[src/rtl/clk_period_meter.sv]
// clk_period_meter: measures half-periods of an asynchronous clock in CCLK cycles.
// Reports divider scale estimate, lock on stable readings and stall timeout.
module clk_period_meter #(
    parameter int WIDTH          = 32,
    parameter int TIMEOUT_CYCLES = 100000000,
    parameter int TOL            = 1
) (
    input  logic             CCLK,
    input  logic             RST,
    input  logic             enable,
    input  logic             clk_in,
    output logic [WIDTH-1:0] half_period,
    output logic [WIDTH-1:0] scale_est,
    output logic             valid,
    output logic             locked,
    output logic             timeout
);

    localparam logic [WIDTH-1:0] TMAX = WIDTH'(TIMEOUT_CYCLES);
    localparam logic [WIDTH-1:0] TOLV = WIDTH'(TOL);

    typedef enum logic [1:0] {
        IDLE,
        ARM,
        MEASURE,
        STALL
    } state_t;

    state_t           state;
    state_t           state_nx;
    logic             sync1;
    logic             sync2;
    logic             hist;
    logic [WIDTH-1:0] cnt;
    logic [WIDTH-1:0] diff;
    logic             lock_q;
    logic             have_prev;
    logic             edge_det;
    logic             at_max;
    logic             capture;

    assign edge_det = sync2 ^ hist;
    assign at_max   = (cnt == TMAX);
    assign capture  = (state == MEASURE) && enable && edge_det;
    assign diff     = (cnt >= half_period) ? (cnt - half_period)
                                           : (half_period - cnt);

    always_ff @(posedge CCLK or posedge RST) begin
        if (RST) begin
            sync1 <= 1'b0;
            sync2 <= 1'b0;
            hist  <= 1'b0;
        end else begin
            sync1 <= clk_in;
            sync2 <= sync1;
            hist  <= sync2;
        end
    end

    always_ff @(posedge CCLK or posedge RST) begin
        if (RST) begin
            state <= IDLE;
        end else begin
            state <= state_nx;
        end
    end

    always_comb begin
        state_nx = state;
        if (!enable) begin
            state_nx = IDLE;
        end else begin
            unique case (state)
                IDLE: state_nx = ARM;
                ARM, MEASURE: begin
                    if (edge_det) begin
                        state_nx = MEASURE;
                    end else if (at_max) begin
                        state_nx = STALL;
                    end
                end
                STALL: begin
                    if (edge_det) begin
                        state_nx = MEASURE;
                    end
                end
                default: state_nx = IDLE;
            endcase
        end
    end

    // Edge wins over saturation: the counter reloads even when already at max.
    always_ff @(posedge CCLK or posedge RST) begin
        if (RST) begin
            cnt <= '0;
        end else if (!enable || state == IDLE) begin
            cnt <= '0;
        end else if (edge_det) begin
            cnt <= WIDTH'(1);
        end else if (!at_max) begin
            cnt <= cnt + WIDTH'(1);
        end
    end

    always_ff @(posedge CCLK or posedge RST) begin
        if (RST) begin
            half_period <= '0;
            scale_est   <= '0;
            valid       <= 1'b0;
            lock_q      <= 1'b0;
            have_prev   <= 1'b0;
        end else begin
            valid <= capture;
            if (capture) begin
                half_period <= cnt;
                scale_est   <= (cnt == '0) ? '0 : (cnt - WIDTH'(1));
                lock_q      <= have_prev && (diff <= TOLV);
                have_prev   <= 1'b1;
            end else if (state != MEASURE || !enable) begin
                lock_q    <= 1'b0;
                have_prev <= 1'b0;
            end
        end
    end

    always_comb begin
        timeout = (state == STALL);
        locked  = lock_q && (state == MEASURE);
    end

endmodule

[config.mk]
export PLATFORM = sky130hd
export DESIGN_NAME = clk_period_meter
export DESIGN_NICKNAME = d
export VERILOG_FILES = /design/src/rtl/clk_period_meter.sv
export SDC_FILE = /design/constraint.sdc
export NUM_CORES = 1
export LEC_CHECK = 0
export BUFFER_PORTS_ARGS = -buffer_cell sky130_fd_sc_hd__buf_2
export CAP_MARGIN = 15
export CORE_AREA = 8 8 96 185
export DETAILED_ROUTE_END_ITERATION = 12
export DIE_AREA = 0 0 104 193
export PLACE_DENSITY = 0.86
export SKIP_LAST_GASP = 1
export SYNTH_ARGS = -nofsm -noshare
export SYNTH_HDL_FRONTEND = slang
export SYNTH_SLANG_ARGS = --single-unit
[constraint.sdc]
create_clock -name CCLK -period 3.7 [get_ports CCLK]
set_clock_uncertainty 0.15 [all_clocks]
set_input_delay 0.37 -clock CCLK [delete_from_list [all_inputs] [get_ports CCLK]]
set_output_delay 0.37 -clock CCLK [all_outputs]
set_load 0.01 [all_outputs]
== After elaboration in Yosys (flattened, before gate mapping) ==
Index checks and enable logic that the tools add are counted.
Widths: inputs -> output; s select.
Operators by class
  add/sub/neg operators: 4
  $lt $le $gt $ge: 2
  eq/ne operators: 8
  muxes and demuxes: 13
  bitwise gates (word level): 1
  reduce and logical (&&, ||, !) cells: 12
Operators by type and width (count)
  $mux 32: 5
  $sub 32x32->32: 2
  $add 32x1->32 const B: 1
  $eq 32x27->1 const B: 1
  $ge 32x32->1: 1
  $le 32x1->1 const B: 1
  $logic_not 32->1: 1
  $sub 32x1->32 const B: 1
  $mux 2: 4
  $ne 3x2->1 const B: 2
  $pmux 2 s3: 1
  $eq 2x2->1 const B: 2
  $logic_and 1x1->1: 4
  $ne 4x4->1 const B: 1
  $mux 1: 3
  $eq 2x1->1 const B: 1
  $logic_not 2->1: 1
  $logic_or 1x1->1: 2
  $ne 2x2->1 const B: 1
  $reduce_and 2->1: 1
  $reduce_bool 2->1: 1
  $reduce_or 2->1: 1
  $logic_not 1->1: 1
  $xor 1x1->1: 1
Word-level totals
  register bits: 104
  input port bits: 4
  logic and storage cells: 50

== Longest topological paths before layout ==
  depth in word-level cells: 5
  depth in mapped cells: 18
  gate-level depth less buffers: 15

== Least setup slack after synthesis ==
OpenSTA, ideal clock, no wires.
  path type: reg-to-reg
  start point: register cnt[0]
  end point: register lock_q
  arrival time: 3.384 ns
  setup slack: 0.101 ns
  cell stages (with the launch flop): 18
  path through: dfrtp_1 clkbuf_1 inv_1 ha_1 inv_1 fa_1 a211oi_2 o211ai_1 nand2_1 a21oi_1 or3_1 buf_6 buf_6 nor4_2 a21oi_1 a211o_1 nor4_1 a31o_1
Between the ends
  cells in the longest elaborated chain, start to end: 5
  elaborated cells on any way between the ends: 7
  those cells by class: add/sub (2); order compare (2); mux (2); reduce/logical (1)
Ends and longest elaborated chain
  start: declaration: RTL line 34  | logic [WIDTH-1:0] cnt;
  start signal: assignment: RTL line 101  | cnt <= cnt + WIDTH'(1);
  $sub 32x32->32, or another cell as far along: RTL line 46  | : (half_period - cnt);
  $mux 32 (*): RTL line 45  | assign diff = (cnt >= half_period) ? (cnt - half_period)
  $le 32x1->1 (*): RTL line 117  | lock_q <= have_prev && (diff <= TOLV);
  $logic_and 1x1->1 (*): RTL line 117
  $mux 1 (*): RTL line 114  | if (capture) begin
  end signal: assignment: RTL line 117
  end: declaration: RTL line 36  | logic lock_q;
Mark *: on every way between the ends. The rest lies on a longest branch, timed or not.
A chain may end at the register's enable or synchronous reset.

== Final worst setup path ==
  start point: register cnt[5]
  end point: register lock_q
The elaborated chain is that of the path after synthesis.

==> flow_summary_export.csv <==
group,metric,value,unit
run_status,status,"completed",
timing,layout_min_cycle_time,3.64,ns
cts,post_cts_buffers,0,
global_routing,grt_pass1_wl,43100,um
global_routing,grt_pass1_vias,8249,
cts,cts_tree,"done",
route,postRouteAntennaNets,0,
timing,fin_ws,0.0648,ns
route,via_count,8230,
floorplanning,core-area,15500,um2
critical_path,crit_path_top_delay_cell,"ha_1",
logic_synthesis,netlist.area_leader.share,30.8,%
placed_design,dp.cells,1352,
route,wirelength,27000,um
logic_synthesis,synth_top_cells_by_area,"dfrtp_1 (31%), ha_1 (10%), xnor2_1 (7.8%), o21ai_0 (5.4%), nand2_1 (5.3%)",
logic_synthesis,synthMuxAreaShare,1.23,%
layout,layout_commonest_cell,"nand2_1",
logic_synthesis,synthesis.nets,1133,
timing,tightest_slew,0.842,ns
floorplanning,die_w,104,um
critical_path,crit_fanout,9,
global_routing,antenna_found_initial,0,
cts,cts-root-buf,"clkbuf_16",
logic_synthesis,synth_xor_area_share,10.1,%
critical_path,crit_required,3.81,ns
floorplanning,initial_utilization,54.8,%
floorplanning,fp-row-count,65,
logic_synthesis,syn_inst,1058,
timing,fin_crit_sh,98.2,%
layout,antenna_cells,0,
critical_path,critPathTopFamily,"compound AO/OA/AOI/OAI gates",
critical_path,path_class,"reg -> reg",
timing,setup_viol,0,
layout,syn2layout_area_growth,16.5,%
logic_synthesis,ys_async_sr_fraction,100,%
power_and_ir_drop,p_leak,4.60,nW
critical_path,worst_ep_arrival_time,3.74,ns
logic_synthesis,synthAdderAreaFrac,10.7,%
logic_synthesis,ys_seq_area_share,30.8,%
cts,clockBufferDepth,2,
timing,maxSlewViolCount,0,
route,drt-pass1-iter-count,5,
critical_path,critPathMaxStageDelay,0.52,ns
logic_synthesis,yosysUniqueCellTypes,71,
critical_path,crit_path_end_kind,"flip-flop",
logic_synthesis,postSynth.topFlopCell,"dfrtp_1",
timing,fin_tns_setup,0,ns
cts,clk_latency,0.36,ns
power_and_ir_drop,pwr_density_cell,840,nW/um2
route,routed_via_density,6.01,
route,wl_per_cell,19.7,um
cts,path_clk_slew,0.08,ns
global_routing,grt_usage,26.7,%
logic_synthesis,ys_ff_latch,104,
critical_path,worstSetupStartpointType,"flip-flop",
timing,rsz0062_at_grt,"yes",
timing,max_freq,275,MHz
cts,clock_sinks,104,
placed_design,gp_congestion,0.923,
cts,cts_made_buffers,9,
timing,slew_headroom,43.9,%
global_routing,overflow,0,
timing,finalHoldViolCount,0,
cts,htreeDepth,3,
logic_synthesis,yosysTopAreaCell,"dfrtp_1",
power_and_ir_drop,power,8.28,mW
logic_synthesis,syn_area,8460,um2
min_path,hold_class,"in -> async",
logic_synthesis,synth_edf_count,0,
floorplanning,io_pins,71,
job,drv_cap,0,
critical_path,cp_cell_sequence,"ha_1 -> o211ai_1 -> o211ai_1 -> nand2_1 -> buf_4 -> a211oi_1 -> buf_4 -> o21bai_1 -> a21oi_1 -> a21o_1 -> a21oi_1 -> xnor2_1 -> nor4_1 -> a31o_1",
critical_path,critPathBufInv,2,
layout,drive_gt1_share,18.4,%
route,drc,0,
power_and_ir_drop,peakVddDrop,0.000582,V
placed_design,hpwl,21300,um
placed_design,port_buffers,70,
layout,instances_no_fill,1369,
floorplanning,die_h,193,um
global_routing,grt_max_degree,69,
logic_synthesis,yosysWarnings,0,
layout,layout.nets,1238,
layout,final_cell_mix,"nand2_1 (120), dfrtp_1 (104), o21ai_0 (91), buf_4 (87), nor2_1 (80)",
logic_synthesis,synth_top_family_by_area,"compound AO/OA/AOI/OAI gates",
logic_synthesis,synth_compound_area_share,20.0,%
floorplanning,die_area,20100,um2
route,drt_iter0_drc,653,
logic_synthesis,synth-simple-area-share,19.9,%
layout,fin_util,63.8,%
placed_design,pre_cts_ws,0.0246,ns
logic_synthesis,syn_avg_cell_area,8.00,um2
## repair_timing
action,CTS,global route
cloned,0,0
setup endpoints to repair,1,1
hold endpoints to repair,1,0
hold buffers,1,0
gates resized for setup,1,32
pin swaps,0,8
## report_power, final
part           switching, mW  total, mW  internal [mW]
logic                   3.35       5.70           2.35
clock network          0.442      0.923          0.480
registers              0.222       1.66           1.44
## cells by family after synthesis
logic type                 count (synthesis)
AOI/OAI and AO/OA                        277
adders and majority gates                 71
muxes                                     10
xor gates and xnor gates                  98
DFF                                      104
buffers and inverters                    144
and+or+nand+nor                          354
## sequential cells by signal (all words and copies together) (netlist names), 2 cells and up
register and count:
scale_est 32, cnt 32, state 2, half_period 32
## cells in the mapped netlist (3+ instances only)
library cell / n
nand2_1: 120
dfrtp_1: 104
o21ai_0: 91
nor2_1: 80
a21oi_1: 78
inv_1: 78
xnor2_1: 75
ha_1: 69
clkbuf_1: 41
nand3_1: 33
nand4_1: 28
nor3_1: 27
xor2_1: 23
a21o_1: 17
nor4_1: 15
buf_2: 14
o31ai_1: 13
o21bai_1: 11
a211oi_1: 10
nor2b_1: 9
and3_1: 8
buf_6: 7
mux2i_1: 7
nand2b_1: 7
or3_1: 7
a31oi_1: 6
o21a_1: 6
and2_1: 5
o211ai_1: 5
o21ai_1: 5
or2_2: 4
a2111oi_0: 3
o221ai_1: 3
## cell type report
type / instances / area [um2]
fillers: 1337 / 5590
multi-input cells: 810 / 5400
flip-flops and latches: 104 / 2600
repair buffers: 159 / 1020
inverters: 79 / 299
well taps: 201 / 251
clock buffers: 11 / 243
clock inverters: 5 / 38.8
## metal layers
metal | vias up | track usage [%] | wire length [um]
met2 | 325 | 46.8 | 13600
li1 | 3858 | - | -
met5 | - | 0 | 0
met3 | 68 | 3.10 | 1410
met4 | 0 | 9.87 | 950
met1 | 3979 | 33.1 | 11100
## through the flow
step | cell area (um2) | hold WS, ns
finish | 9860 | 0.0251
detailed placement | 9410 | 0.187
global route | 9860 | 0.120
global placement | 9410 | 0.194
CTS | 9700 | 0.0501
floorplan | 8460 | 0.181
## worst reg2reg max path: stages (launching register included)
cell      delay [ns]
dfrtp_1         0.45
ha_1            0.52
o211ai_1        0.18
o211ai_1        0.21
nand2_1         0.15
buf_4           0.17
a211oi_1        0.33
buf_4           0.19
o21bai_1        0.06
a21oi_1         0.26
a21o_1          0.19
a21oi_1         0.10
xnor2_1         0.25
nor4_1          0.09
a31o_1          0.22
## final timing paths
check                      depth (start not counted)  slack (ns)  startpoint      endpoint
hold reg to reg                                    0        0.21       sync1         sync2
min in group CCLK                                  2        0.16      enable     have_prev
hold / removal                                     2        0.03         RST  scale_est[4]
max in group asynchronous                          3        2.53         RST       cnt[30]
setup reg to reg                                  14        0.06      cnt[5]        lock_q
setup / recovery                                  14        0.06      cnt[5]        lock_q
Note: power is estimated with default switching activity, not from simulation.
